`config.mk`:
```
export PLATFORM = sky130hd
export DESIGN_NAME = extensor_de_signo_flat
export DESIGN_NICKNAME = d
export VERILOG_FILES = /design/src/rtl/extensor_de_signo_if.sv /design/src/rtl/extensor_de_signo.sv /design/src/flat_wrapper.sv
export SDC_FILE = /design/constraint.sdc
export NUM_CORES = 1
export LEC_CHECK = 0
export CORE_MARGIN = 1
export CORE_UTILIZATION = 41
export DETAILED_ROUTE_END_ITERATION = 8
export HOLD_SLACK_MARGIN = 0.05
export PLACE_DENSITY = 0.81
export SETUP_SLACK_MARGIN = 0.3
export SYNTH_ARGS = -nofsm -noshare
export SYNTH_HDL_FRONTEND = slang
export SYNTH_SLANG_ARGS = --single-unit
```
`constraint.sdc`:
```
create_clock -name clk -period 2.65 [get_ports clk]
set_clock_uncertainty 0.05 [all_clocks]
set_input_delay 0.53 -clock clk [delete_from_list [all_inputs] [get_ports clk]]
set_output_delay 0.53 -clock clk [all_outputs]
set_load 0.02 [all_outputs]
```
`src/rtl/extensor_de_signo_if.sv`:
```
// -----------------------------------------------------------------------------
// extensor_de_signo_if
// Bundles the decode-stage signals of the immediate generator.
//   morse  [31:0] : instruction word           (master -> slave)
//   selec  [2:0]  : immediate format selector  (master -> slave)
//   salida [31:0] : registered immediate       (slave  -> master)
// -----------------------------------------------------------------------------
interface extensor_de_signo_if;
    logic [31:0] morse;
    logic [2:0]  selec;
    logic [31:0] salida;

    // Decode logic side: supplies the instruction, consumes the immediate.
    modport master (
        output morse,
        output selec,
        input  salida
    );

    // Immediate generator side.
    modport slave (
        input  morse,
        input  selec,
        output salida
    );
endinterface

```
`src/rtl/extensor_de_signo.sv`:
```
// -----------------------------------------------------------------------------
// extensor_de_signo
// Registered RV32I immediate generator / sign extender.
//   clk   : core clock, rising edge
//   rst_n : synchronous reset, active low; clears the immediate register
//   bus   : slave side of extensor_de_signo_if (morse, selec in; salida out)
// The immediate for the selected format is computed combinationally and
// captured every cycle, so it appears one cycle after the instruction.
// -----------------------------------------------------------------------------
module extensor_de_signo (
    input  logic                  clk,
    input  logic                  rst_n,
    extensor_de_signo_if.slave    bus
);

    localparam logic [2:0] SEL_I     = 3'd0;
    localparam logic [2:0] SEL_SHAMT = 3'd1;
    localparam logic [2:0] SEL_S     = 3'd2;
    localparam logic [2:0] SEL_U     = 3'd3;
    localparam logic [2:0] SEL_B     = 3'd4;
    localparam logic [2:0] SEL_J     = 3'd5;
    localparam logic [2:0] SEL_J_ALT = 3'd6;

    logic        s;
    logic [31:0] salida_next;
    logic [31:0] salida_reg;

    assign s = bus.morse[31];

    always_comb begin
        salida_next = 32'h0000_0000;
        case (bus.selec)
            SEL_I:     salida_next = {{20{s}}, bus.morse[31:20]};
            // Shift amounts are unsigned: never sign-extend.
            SEL_SHAMT: salida_next = {27'b0, bus.morse[24:20]};
            SEL_S:     salida_next = {{20{s}}, bus.morse[31:25], bus.morse[11:7]};
            SEL_U:     salida_next = {bus.morse[31:12], 12'b0};
            SEL_B:     salida_next = {{19{s}}, bus.morse[31], bus.morse[7],
                                      bus.morse[30:25], bus.morse[11:8], 1'b0};
            SEL_J,
            SEL_J_ALT: salida_next = {{11{s}}, bus.morse[31], bus.morse[19:12],
                                      bus.morse[20], bus.morse[30:21], 1'b0};
            // Code 7 means "no immediate": drive a defined zero.
            default:   salida_next = 32'h0000_0000;
        endcase
    end

    always_ff @(posedge clk) begin
        if (!rst_n) begin
            salida_reg <= 32'h0000_0000;
        end else begin
            salida_reg <= salida_next;
        end
    end

    assign bus.salida = salida_reg;

endmodule

```
`src/flat_wrapper.sv`:
```
// flat-port wrapper written by rule: the top's interface ports become plain ports
module extensor_de_signo_flat 
  (clk, rst_n, bus_morse, bus_selec, bus_salida);
  extensor_de_signo_if bus_i ();
  input  logic clk;
  input  logic rst_n;
  input wire logic [$bits(bus_i.morse)-1:0] bus_morse;
  input wire logic [$bits(bus_i.selec)-1:0] bus_selec;
  output wire logic [$bits(bus_i.salida)-1:0] bus_salida;
  assign bus_i.morse = bus_morse;
  assign bus_i.selec = bus_selec;
  assign bus_salida = bus_i.salida;
  extensor_de_signo u_core (.clk(clk), .rst_n(rst_n), .bus(bus_i));
endmodule
```
==> results of run 1 <==
logic make-up after synthesis:
family | Yosys count
AND/OR/NAND/NOR | 52
XOR/XNOR | 1
buffers and inverters | 18
flip-flops | 32
multiplexers | 5
AO/OA/AOI/OAI | 34
synth_stat cells, drive strengths merged:
cell type and n:
nor3 4, inv 6, clkbuf 4, nor2b 1
dfxtp 32, nand3 8, a21bo 1, mux2i 5
a21oi 13, a31oi 9, nand2b 3, buf 8
and2b 1, nand3b 1, o21ai 2, o32ai 4
and3b 1, and2 6, nand4b 8, o22a 1
o21a 4, xor2 1, nor3b 1, nand2 18
where the power goes:
group          internal [mW]  switching, mW  total [mW]
combinational          0.123          0.116       0.239
clock                  0.197          0.169       0.366
sequential             0.510        0.00755       0.518
total                  0.830          0.293        1.12
through the flow:
| step | hold slack (ns) | setup WS, ns | cell area [um^2] |
|---|---|---|---|
| after CTS | 0.713 | 0.790 | 2020 |
| after global routing | 0.727 | 0.682 | 2020 |
| after global placement | 1.06 | 0.551 | 1940 |
| final | 0.718 | 0.776 | 2020 |
| after detailed placement | 1.07 | 0.457 | 1940 |
| after floorplan | 0.596 | 1.24 | 1310 |
final timing paths:
check | from | endpoint | slack (ns) | cells past startpoint
max | bus_selec[0] | u_core.bus.salida[12] | 0.78 | 4
min | bus_morse[27] | u_core.bus.salida[27] | 0.72 | 3
cells in the final DEF, fill, tap and decap left out, types with 2 or more instances in the layout:
cell and n:
mux2i_1 5, inv_1 6, o32ai_1 4, nand2_1 18, clkdlybuf4s50_1 61, nand4b_1 8, nand3_1 8, a21oi_1 13
o21a_1 4, o21ai_0 2, buf_4 5, a31oi_1 9, nor3_1 4, and2_1 6, dfxtp_1 32, clkbuf_4 5
nand2b_1 2
layout make-up:
cell class / instances / area (um^2)
fill: 262 / 1030
timing repair buffer: 66 / 648
sequential: 32 / 641
multi-input combinational: 92 / 578
tap: 44 / 55.1
clock inverter: 3 / 42.5
clock buffer: 5 / 37.5
inverter: 6 / 22.5
routing by layer:
layer,part of all wire [%],up-vias,global-route usage (%)
met5,0,-,0
li1,-,622,-
met4,2.1,0,11.9
met1,42,590,23.8
met3,4.4,8,5.05
met2,51,51,33.3
critical path: stages:
cell and delay (ns):
clkdlybuf4s50_1 0.84, xor2_2 0.39, nand3_1 0.13, a31oi_1 0.19
==> metrics.yaml, run 1 <==
clock_tree:
  cts-hold-fix-buffers: 0
  clkSlewWorstSetupHoldPaths_ns: 0.10
  cts_buffers: 5
  cts_tree: "built"
  postCtsSetupBuffers: 0
  clockBufferDepth: 2
  cts_max_level: 2
  cts-root-buf: "clkbuf_4"
  clkSinkCount: 32
  post_cts_resized: 0
outcome:
  outcome: "completed"
layout:
  nets: 240
  largest_register_ffs: 32
  instances_no_fill: 248
  utilization_pct: 66.3
  drive_above_1_share_pct: 8.82
  syn_to_final_growth_pct: 54.7
  diodes: 0
global_route:
  grt_pass1_wl_um: 5190
  grt_max_degree: 26
  antenna_found_initial: 0
  grt_use_total_pct: 20.2
  grt_pass1_vias: 1172
  grt_overflow: 0
sta:
  slew_headroom_pct: 61.4
  setup_viol: 0
  hold_violations: 0
  maxSlewViolCount: 0
  clock.fmax_mhz: 534
  tightest_slew_ns: 0.576
  period_share_pct: 70.7
  fin_tns_setup_ns: 0
  fin_crit_ns: 1.87
  rsz0062_at_grt: "no"
synth:
  synth_top_family_by_area: "simple AND/OR/NAND/NOR gates"
  synth_seq_cells: 32
  yosys.area_share.simple_pct: 22.7
  syn-cell-area_mm2: 0.00131
  yosys_warnings: 0
  yosys-top-cells-area: "dfxtp_1, nand4b_1, nand2_1, a21oi_1, a31oi_1"
  synthAdderAreaFrac_pct: 0
  syn_nets: 179
  netlist_instances: 142
  synthXorXnorAreaFrac_pct: 1.24
  ys_seq_area_share_pct: 48.9
  yosysTopAreaCell: "dfxtp_1"
  synth_cell_type_count: 26
  synth_top_area_share_pct: 48.9
  avgSynthCellArea_um2: 9.22
  synthMuxAreaShare_pct: 3.82
  synth_compound_area_share_pct: 16.4
floorplanning:
  core_area_mm2: 0.00305
  die_w_um: 58.5
  std_cell_rows: 20
  fp.dieH_um: 58.5
  start_util_pct: 42.9
  die-area_mm2: 0.00342
  io_pins: 69
power:
  power.total_mw: 1.12
  power_leakage_nw: 0.764
  p_per_area_mw_per_mm2: 554
  irDropWorstVdd_uv: 252
detailed_routing:
  vias: 1271
  drtIter0Drc: 41
  wl_per_cell_um: 13.6
  dr.pass1.iters: 6
  drc: 0
  post_drt_via_cell_ratio: 5.13
  wl_um: 3380
  drtAntennaViolNets: 0
setup_path:
  required_ns: 2.86
  crit_path_max_fanout: 15
  cp_data_arrival_time_ns: 2.08
  cp-end-kind: "flip-flop"
  critical_path_class: "input port to flip-flop"
  cp-start-kind: "input port"
placed_design:
  dp.cells: 240
  numPortBuffers: 61
  gp_congestion: 0.733
  hpwl_um: 2460
flow_run:
  drv_cap: 0
hold_path:
  worst_hold_path_type: "input port to flip-flop"
Note: power is estimated with default switching activity, not from simulation.
==> run 2, diff against run 1 <==
CORE_UTILIZATION = 35   (was 41)
PLACE_DENSITY = 0.74   (was 0.81)
clock period = 1.55 ns   (was 2.65 ns; I/O delays follow)
==> metrics.yaml, run 2 (synthesis results as in run 1) <==
placed_design:
  dpl_worst_slack_ns: -0.181  # -0.638 ns
  hpwl_um: 2570  # +4.7%
  gp_congestion: 0.852  # +16%
  numPortBuffers: 61  # unchanged
sta:
  whs_ns: 0.545  # -0.174 ns
  fin_crit_ns: 1.22
  fin_tns_setup_ns: 0  # unchanged
  period_share_pct: 78.6
  tightest_slew_ns: 0.205  # -0.371 ns
  maxSlewViolCount: 0  # unchanged
  setup_viol: 0  # unchanged
  clock.fmax_mhz: 821
  slew_headroom_pct: 85.9  # +24 points
  setup_slack_ns: 0.331  # -0.445 ns
  rsz0062_at_grt: "no"
  hold_violations: 0  # unchanged
setup_path:
  critical_path_class: "flip-flop to output port"
  cp-end-kind: "output port"
  cp_data_arrival_time_ns: 0.86  # -1.22 ns
  cp_cell_sequence: "clkdlybuf4s15_2"
  cp_slowest_cell: "dfxtp_1"
  critPathTopFamily: "flip-flops"
  max_stage_delay_ns: 0.32  # -0.52 ns
  cp-start-kind: "flip-flop"
  crit_path_max_fanout: 1  # -14
  required_ns: 1.19  # -1.67 ns
  critPathBufInv: 1  # unchanged
power:
  switchingPower_mw: 0.519  # +77%
  irDropWorstVdd_uv: 507  # +100%
  p_comb_share_pct: 20.3  # -1.0 points
  power_leakage_nw: 0.883  # +16%
  seqPwrFrac_pct: 42.7  # -3.4 points
  p_per_area_mw_per_mm2: 964  # +74%
  p_int_mw: 1.56  # +88%
  clkPwrFrac_pct: 37.0  # +4.4 points
  switching_share_pct: 25.0  # -1.1 points
floorplanning:
  fp.dieH_um: 63.2  # +7.9%
  std_cell_rows: 21  # +5.0%
  die-area_mm2: 0.00399  # +17%
  io_pins: 69  # unchanged
  core_area_mm2: 0.00347  # +14%
  die_w_um: 63.2  # +7.9%
  start_util_pct: 37.7  # -5.1 points
layout:
  drive_above_1_share_pct: 31.3  # +23 points
  largest_register_ffs: 32  # unchanged
  syn_to_final_growth_pct: 64.5
  diodes: 0  # unchanged
  nets: 253  # +5.4%
  utilization_pct: 62.1  # -4.2 points
  final_common_cell: "dfxtp_1"
  final_cell_mix: "dfxtp_1, clkdlybuf4s50_1, nand2_1, clkdlybuf4s15_2, clkbuf_2"
  n_fill_cell: 318  # +21%
global_route:
  antenna_found_initial: 0  # unchanged
  grt_pass1_wl_um: 5780  # +11%
  grt_max_degree: 17  # -35%
  grt_use_total_pct: 19.0  # -1.2 points
  grt_overflow: 0  # unchanged
  grt_pass1_vias: 1236  # +5.5%
detailed_routing:
  dr.pass1.iters: 4  # -2
  wl_per_cell_um: 13.6  # about the same
  vias: 1298  # +2.1%
  drtAntennaViolNets: 0  # unchanged
  wl_um: 3580  # +6.1%
  post_drt_via_cell_ratio: 4.94  # -3.7%
  drc: 0  # unchanged
  drtIter0Drc: 91  # +120%
clock_tree:
  cts_buffers: 5  # unchanged
  cts_max_level: 2  # unchanged
  clockBufferDepth: 2  # unchanged
  clkSlewWorstSetupHoldPaths_ns: 0.06  # -0.04 ns
  cts_tree: "built"
  cts-hold-fix-buffers: 0  # unchanged
  cts-root-buf: "clkbuf_8"
  clkSinkCount: 32  # unchanged
hold_path:
  worst_hold_path_type: "input port to flip-flop"
flow_run:
  drv_cap: 0  # unchanged
outcome:
  outcome: "completed"
==> run 2: cell types whose count changed in the layout (fill, tap and decap cells not counted), sizes merged <==
cell and change:
buf +14, clkbuf +15, clkdlybuf4s15 +17, clkdlybuf4s50 -35, clkinvlp -1, dlygate4sd2 +3
==> run 2: layout make-up <==
class	instances	area, um^2	area share (%)
tap	46	57.6	2.67
clock buffer	6	72.6	3.37
clock inverter	2	35.0	1.63
sequential	32	641	29.8
multi-input combinational	92	624	29.0
timing repair buffer	79	701	32.5
inverter	6	22.5	1.05
==> run 2: worst paths after layout <==
path                         startpoint                    end  slack [ns]  cells past startpoint
hold / removal             bus_selec[0]  u_core.bus.salida[31]        0.54                      3
setup / recovery  u_core.bus.salida[22]         bus_salida[22]        0.33                      1
==> run 2: stage by stage <==
step / total power [mW] / std cells / area, um^2
CTS: 2.10 / 263 / 2230
global placement: 1.32 / 253 / 2030
global route: 2.16 / 263 / 2150
finish: 2.08 / 263 / 2150
floorplan: 1.10 / 142 / 1310
detailed placement: 1.33 / 253 / 2030
==> run 2: metal layers <==
metal	part of all wire [%]	wire length (um)	GRT usage [%]	vias to the layer above
met5	0	0	0	-
met4	1.9	67	9.59	0
met3	6.5	232	5.80	5
met2	51	1840	32.4	56
met1	40	1450	21.2	588
li1	-	-	-	649
==> run 2: timing repair <==
action | CTS | global route
pin swaps | 1 | 0
hold endpoints to repair | 0 | 0
endpoints found under the setup margin | 63 | 17
gates cloned | 1 | 0
gates resized for setup | 94 | 17
buffers inserted | 1 | 0
==> run 2: power by group through the flow <==
stage	clock network, mW	registers (mW)	logic [mW]
2_1_floorplan	0	0.969	0.132
3_3_place_gp	0	0.902	0.419
3_5_place_dp	0	0.905	0.428
4_1_cts	0.779	0.887	0.431
5_1_grt	0.821	0.891	0.452
6_report	0.769	0.886	0.422
